`config.mk`:
```
export PLATFORM = sky130hd
export DESIGN_NAME = uart_tx_frame
export DESIGN_NICKNAME = d
export VERILOG_FILES = /design/src/rtl/uart_pkg.sv /design/src/rtl/uart_parity_gen.sv /design/src/rtl/uart_tx_frame.sv
export SDC_FILE = /design/constraint.sdc
export NUM_CORES = 1
export LEC_CHECK = 0
export CORE_MARGIN = 8
export CORE_UTILIZATION = 51
export CTS_CLUSTER_SIZE = 16
export DETAILED_ROUTE_END_ITERATION = 16
export PLACE_DENSITY = 0.76
export SLEW_MARGIN = 25
export SYNTH_ARGS = -nofsm -noshare
export SYNTH_HDL_FRONTEND = slang
export SYNTH_HIERARCHICAL = 1
export SYNTH_SLANG_ARGS = --single-unit
export TNS_END_PERCENT = 5
```
`constraint.sdc`:
```
create_clock -name clock -period 2.3 [get_ports clock]
set_input_delay 0.23 -clock clock [delete_from_list [all_inputs] [get_ports clock]]
set_output_delay 0.23 -clock clock [all_outputs]
set_load 0.005 [all_outputs]
```
`src/rtl/uart_pkg.sv`:
```
// rtl/uart_pkg.sv - shared UART parity encodings and Tx state encoding
package uart_pkg;

  // Parity selector encodings, shared by the transmit and receive sides
  localparam logic [1:0] NOPARITY00 = 2'b00;
  localparam logic [1:0] ODD        = 2'b01;
  localparam logic [1:0] EVEN       = 2'b10;
  localparam logic [1:0] NOPARITY11 = 2'b11;

  // Transmit frame builder states
  typedef enum logic [2:0] {
    TX_IDLE   = 3'd0,
    TX_SYNC   = 3'd1,
    TX_START  = 3'd2,
    TX_DATA   = 3'd3,
    TX_PARITY = 3'd4,
    TX_STOP   = 3'd5
  } tx_state_e;

endpackage

```
`src/rtl/uart_parity_gen.sv`:
```
// rtl/uart_parity_gen.sv - combinational parity bit and enable from a data word
module uart_parity_gen
  import uart_pkg::*;
#(
  parameter int DATA_WIDTH = 8
) (
  input  logic [DATA_WIDTH-1:0] data,
  input  logic [1:0]            parity_type,
  output logic                  parity_bit,
  output logic                  parity_en
);

  // Odd makes the total count of ones (data + parity) odd, even makes it even
  always_comb begin
    parity_en  = (parity_type == ODD) || (parity_type == EVEN);
    parity_bit = 1'b0;
    if (parity_type == ODD) begin
      parity_bit = ~^data;
    end else if (parity_type == EVEN) begin
      parity_bit = ^data;
    end
  end

endmodule

```
`src/rtl/uart_tx_frame.sv`:
```
// rtl/uart_tx_frame.sv - UART transmit frame builder: start, data LSB first, parity, stop
module uart_tx_frame
  import uart_pkg::*;
#(
  parameter int DATA_WIDTH = 8
) (
  input  logic                  clock,
  input  logic                  reset,
  input  logic                  baud_tick,
  input  logic                  send,
  input  logic [DATA_WIDTH-1:0] data_in,
  input  logic [1:0]            parity_type,
  input  logic                  stop_bits,
  output logic                  data_tx,
  output logic                  ready,
  output logic                  busy,
  output logic                  done
);

  localparam int CNT_W = (DATA_WIDTH > 1) ? $clog2(DATA_WIDTH) : 1;
  localparam logic [CNT_W-1:0] LAST_BIT = CNT_W'(DATA_WIDTH - 1);

  tx_state_e             state_q, state_d;
  logic [DATA_WIDTH-1:0] shift_q, shift_d;
  logic [CNT_W-1:0]      bit_cnt_q, bit_cnt_d;
  logic                  stop_cnt_q, stop_cnt_d;
  logic                  stop_bits_q, stop_bits_d;
  logic                  parity_en_q, parity_en_d;
  logic                  parity_bit_q, parity_bit_d;
  logic                  tx_q, tx_d;
  logic                  done_q, done_d;

  logic                  gen_parity_bit;
  logic                  gen_parity_en;

  // Parity is taken from the word as it is latched, so the shift register
  // may be consumed freely during the frame.
  uart_parity_gen #(
    .DATA_WIDTH (DATA_WIDTH)
  ) u_parity_gen (
    .data        (data_in),
    .parity_type (parity_type),
    .parity_bit  (gen_parity_bit),
    .parity_en   (gen_parity_en)
  );

  // Next-state, next line value and frame bookkeeping
  always_comb begin
    state_d      = state_q;
    shift_d      = shift_q;
    bit_cnt_d    = bit_cnt_q;
    stop_cnt_d   = stop_cnt_q;
    stop_bits_d  = stop_bits_q;
    parity_en_d  = parity_en_q;
    parity_bit_d = parity_bit_q;
    tx_d         = tx_q;
    done_d       = 1'b0;

    case (state_q)
      TX_IDLE: begin
        tx_d = 1'b1;
        if (send) begin
          shift_d      = data_in;
          stop_bits_d  = stop_bits;
          parity_en_d  = gen_parity_en;
          parity_bit_d = gen_parity_bit;
          bit_cnt_d    = '0;
          stop_cnt_d   = 1'b0;
          state_d      = TX_SYNC;
        end
      end
      TX_SYNC: begin
        if (baud_tick) begin
          tx_d    = 1'b0;
          state_d = TX_START;
        end
      end
      TX_START: begin
        if (baud_tick) begin
          tx_d      = shift_q[0];
          shift_d   = shift_q >> 1;
          bit_cnt_d = '0;
          state_d   = TX_DATA;
        end
      end
      TX_DATA: begin
        if (baud_tick) begin
          if (bit_cnt_q == LAST_BIT) begin
            stop_cnt_d = 1'b0;
            if (parity_en_q) begin
              tx_d    = parity_bit_q;
              state_d = TX_PARITY;
            end else begin
              tx_d    = 1'b1;
              state_d = TX_STOP;
            end
          end else begin
            tx_d      = shift_q[0];
            shift_d   = shift_q >> 1;
            bit_cnt_d = bit_cnt_q + CNT_W'(1);
          end
        end
      end
      TX_PARITY: begin
        if (baud_tick) begin
          tx_d       = 1'b1;
          stop_cnt_d = 1'b0;
          state_d    = TX_STOP;
        end
      end
      TX_STOP: begin
        tx_d = 1'b1;
        if (baud_tick) begin
          if (stop_cnt_q == stop_bits_q) begin
            done_d  = 1'b1;
            state_d = TX_IDLE;
          end else begin
            stop_cnt_d = 1'b1;
          end
        end
      end
      default: begin
        tx_d    = 1'b1;
        state_d = TX_IDLE;
      end
    endcase
  end

  // State and datapath registers; reset forces an idle-high line with no done
  always_ff @(posedge clock) begin
    if (reset) begin
      state_q      <= TX_IDLE;
      shift_q      <= '0;
      bit_cnt_q    <= '0;
      stop_cnt_q   <= 1'b0;
      stop_bits_q  <= 1'b0;
      parity_en_q  <= 1'b0;
      parity_bit_q <= 1'b0;
      tx_q         <= 1'b1;
      done_q       <= 1'b0;
    end else begin
      state_q      <= state_d;
      shift_q      <= shift_d;
      bit_cnt_q    <= bit_cnt_d;
      stop_cnt_q   <= stop_cnt_d;
      stop_bits_q  <= stop_bits_d;
      parity_en_q  <= parity_en_d;
      parity_bit_q <= parity_bit_d;
      tx_q         <= tx_d;
      done_q       <= done_d;
    end
  end

  assign data_tx = tx_q;
  assign done    = done_q;
  assign ready   = (state_q == TX_IDLE);
  assign busy    = (state_q != TX_IDLE);

endmodule

```
==> results list <==
- The flow ran to the end, and the final reports show no timing, DRC or antenna violations.
- The tree is rooted in a sky130_fd_sc_hd__clkbuf_4.
- Yosys top cell area share: 35.2%
* Hold buffers post-CTS: 0
- Later-pin clock latency in the skew report: 0.31 ns
- The worst setup path is captured at an output pin.
- In this run, placement finished with an instance count of 177.
- The cell area that synthesis handed to floorplanning was 0.00114 sq mm.
- Detailed route wirelength on metal2: 1170 um
- DIE AREA: 0.00399 sq mm
- Count of port buffers added during placement: 18
* Crit-path leading delay family: buffers and inverters
* Total clock sinks: 20
- Static timing analysis puts the maximum clock frequency at 0.482 GHz.
- The critical path runs through a total of 3 cells.
- Minimum clock period after layout: 2.08 ns
- Dividing the detail-routed wire length by the instance count gives 13.8 um.
- The first global-routing pass estimated 4260 um of wire.
- For this run, the leading register cell type out of synthesis is sky130_fd_sc_hd__dfxtp_1.
- From left edge to right edge, the die measures 63.2 um.
* DRC violations left: 0
- Sum of negative setup slack: 0 ns
- Tightest Pin Transition: 0.617 ns
- Utilization of the core after routing: 64.3%
* Wire length on met3: 124 um
* Required time of the worst setup path: 2.07 ns
* CTS buffer count: 3
* Commonest cells in the netlist: sky130_fd_sc_hd__a21oi_1 (20), sky130_fd_sc_hd__dfxtp_1 (20), sky130_fd_sc_hd__o21ai_0 (11), sky130_fd_sc_hd__nand2_1 (10), sky130_fd_sc_hd__clkbuf_1 (8)
* Layout Skew: 0.00865 ns
* Uppermost signal routing layer after detailed routing: met4
- The critical path contains buffers and inverters numbering 2 combined.
* Max incr delay on CP: 0.57 ns
- In this run the number of H-tree levels came out at 1.
- Initial cell density of the core: 52.9%
* Maximum vdd ir drop: 0.452 mV
- In the global route stage, overall resource usage came out at 12.7%.
* Num rows: 17
- Once layout is complete, the cells apart from fillers number 181.
- Met1 WL: 1170 um
- The final critical path takes up 90.2% of the cycle.
- The setup path with the least slack is of type flop to output pin.
- Initial antenna violation count: 0
- STA puts the critical path data arrival time at 1.85 ns.
- For this block, the initial DRC count from the detailed router was 63.
* Final weighted congestion of routability-driven global placement: 0.782
- Summed over all nets, the half-perimeter wirelength after detailed placement is 1900 um.
- After clock tree synthesis, the setup repair step added 0 buffers.
- TritonCTS built the clock tree.
- After clock tree synthesis, the clock-pin slew on the worst setup and hold paths is 0.11 ns.
* Vertical die dimension: 63.2 um
- Synthesized Nets: 155
- Via count of the first global-routing pass: 972
- CP max stage cell: sky130_fd_sc_hd__clkdlybuf4s50_1
* Library cells used by synthesis: 36
- In this run, synthesis inferred 0 flip-flops with an integrated enable.
- Buffer levels on the longest clock path: 2
* Fraction of synthesis flops using an asynchronous set or reset pin: 0%
* Area growth, synth to finish: 21.6%
- Along the worst path, the maximum fanout reaches 15.
- Counting cells, the worst reg-to-reg path comes to 6.
* Unrepaired setup endpoints after global routing: no
- The min-delay analysis places its worst path in the category primary input to flop.
- The core region is 0.00215 sq mm.
* Average footprint of a synthesized cell: 8.35 sq um
- Synthesis inferred 20 register bits.
- 19 I/O pins were placed.
* WHS Path Cells: 3
- The worst register-to-register path has a setup slack of 0.32 ns.
* Number of max-capacitance violations reported: 0
* Critical path startpoint category: flop
* Worst slew slack as a fraction of its limit: 58.9%
- On the final layout, the worst hold slack is 0.463 ns.
* Maximum number of pins on one net before global-route repair: 16
- The filler cells instantiated in the layout total 169.
- For this design the ratio of total power to cell area is 601 mW/mm^2.
* Routed WL: 2500 um
- Count of nets left with antenna violations after detail routing: 0
- Via density per instance: 5.75
* Biggest area consumer among synthesized cells: sky130_fd_sc_hd__dfxtp_1
* Yosys warnings: 6
* Total grt overflow: 0
* Synthesized netlist cell count: 136
* Fraction of final layout cells with drive strength greater than 1: 8.50%
- The number of max-slew violations in the final report was 0.
- For this design the static power due to leakage is 0.540 nW.
- The signal on the critical path passes through buf_4, nor3_1, clkdlybuf4s50_1.
* Antenna cells: 0
- For this run, the detailed router's first-pass iteration total came to 5.
- After synthesis, flip-flops and latches occupy 35.2% of the total area.
* Count of final setup violators: 0
- Count of endpoints failing hold in the final timing report: 0
- Count of cells resized by post-cts repair: 0
* Vias: 1040
- Dominant cells by area after synthesis: sky130_fd_sc_hd__dfxtp_1 (35%), sky130_fd_sc_hd__a21oi_1 (8.8%), sky130_fd_sc_hd__mux2i_1 (6.2%)
- The net count of the finished layout is 173.
-- cells in the final DEF (no fill, tap or decap), types with 3 or more instances in the layout --
cell / Yosys / routed
sky130_fd_sc_hd__nand2_1: 10 / 10
sky130_fd_sc_hd__nor2_1: 4 / 4
sky130_fd_sc_hd__dfxtp_1: 20 / 20
sky130_fd_sc_hd__xnor2_1: 7 / 7
sky130_fd_sc_hd__mux2i_1: 7 / 7
sky130_fd_sc_hd__clkdlybuf4s50_1: 0 / 18
sky130_fd_sc_hd__buf_4: 0 / 6
sky130_fd_sc_hd__nor3_1: 3 / 3
sky130_fd_sc_hd__a21oi_1: 20 / 20
sky130_fd_sc_hd__inv_1: 6 / 6
sky130_fd_sc_hd__o21ai_0: 11 / 11
sky130_fd_sc_hd__or3_1: 7 / 7
sky130_fd_sc_hd__clkbuf_4: 0 / 3
sky130_fd_sc_hd__ha_1: 4 / 4
-- through the flow --
step | instance area (sq um) | total power (W) | worst slack [ns]
after floorplan | 1140 | 0.000553 | 0.580
after global placement | 1350 | 0.000623 | 0.413
after detailed placement | 1350 | 0.000632 | 0.343
after CTS | 1380 | 0.000836 | 0.243
after global routing | 1380 | 0.000883 | 0.0897
final | 1380 | 0.000830 | 0.224
-- state kept, by name, summed over array words and instances (netlist names) --
signal / count
stop_bits_q: 1
data_tx: 1
shift_q: 8
state_q: 3
stop_cnt_q: 1
done: 1
bit_cnt_q: 3
parity_en_q: 1
parity_bit_q: 1
-- routing by layer --
metal / up-vias / track usage, %
met4: 0 / 4.46
met3: 4 / 3.89
met2: 23 / 21.6
li1: 530 / -
met1: 483 / 14.6
met5: - / 0
-- power by group --
group,internal (W),switching [W]
logic,0.000120,0.000102
clock network,0.0000967,0.000108
registers,0.000374,0.0000290
-- area by class of cell --
class / count / area [sq um] / share of cell area [%]
clock buffers: 4 / 36.3 / 2.63
inverters: 6 / 22.5 / 1.63
multi-input cells: 99 / 662 / 47.9
flip-flops and latches: 20 / 400 / 29.0
well taps: 28 / 35.0 / 2.54
repair buffers: 24 / 225 / 16.3
-- kinds of logic (layout without fill, tap and decap cells) --
kind of cell    count (synthesis)  after routing  share of synthesized area (%)
fa+ha+maj                       4              4                           4.41
flops                          20             20                           35.2
mux                             8              8                           7.16
simple gates                   39             39                           20.5
compound gates                 40             40                           20.0
xor+xnor                        8              8                           6.17
buf+inv                        17             34                           6.50
-- path summary, 6_finish.rpt --
path,from,to
max reg2reg,bit_cnt_q[0],shift_q[7]
min reg2reg,parity_bit_q,parity_bit_q
max,state_q[2],ready
min,stop_bits,stop_bits_q
-- worst register-to-register path, delay by kind of cell (launching register included) --
family	cells	cell delay, ns
adder cells (fa/ha/maj)	2	0.40
AND/OR/NAND/NOR	2	0.79
AO/OA/AOI/OAI	2	0.40
flip-flops	1	0.34
(Power assumes the default switching activity.)
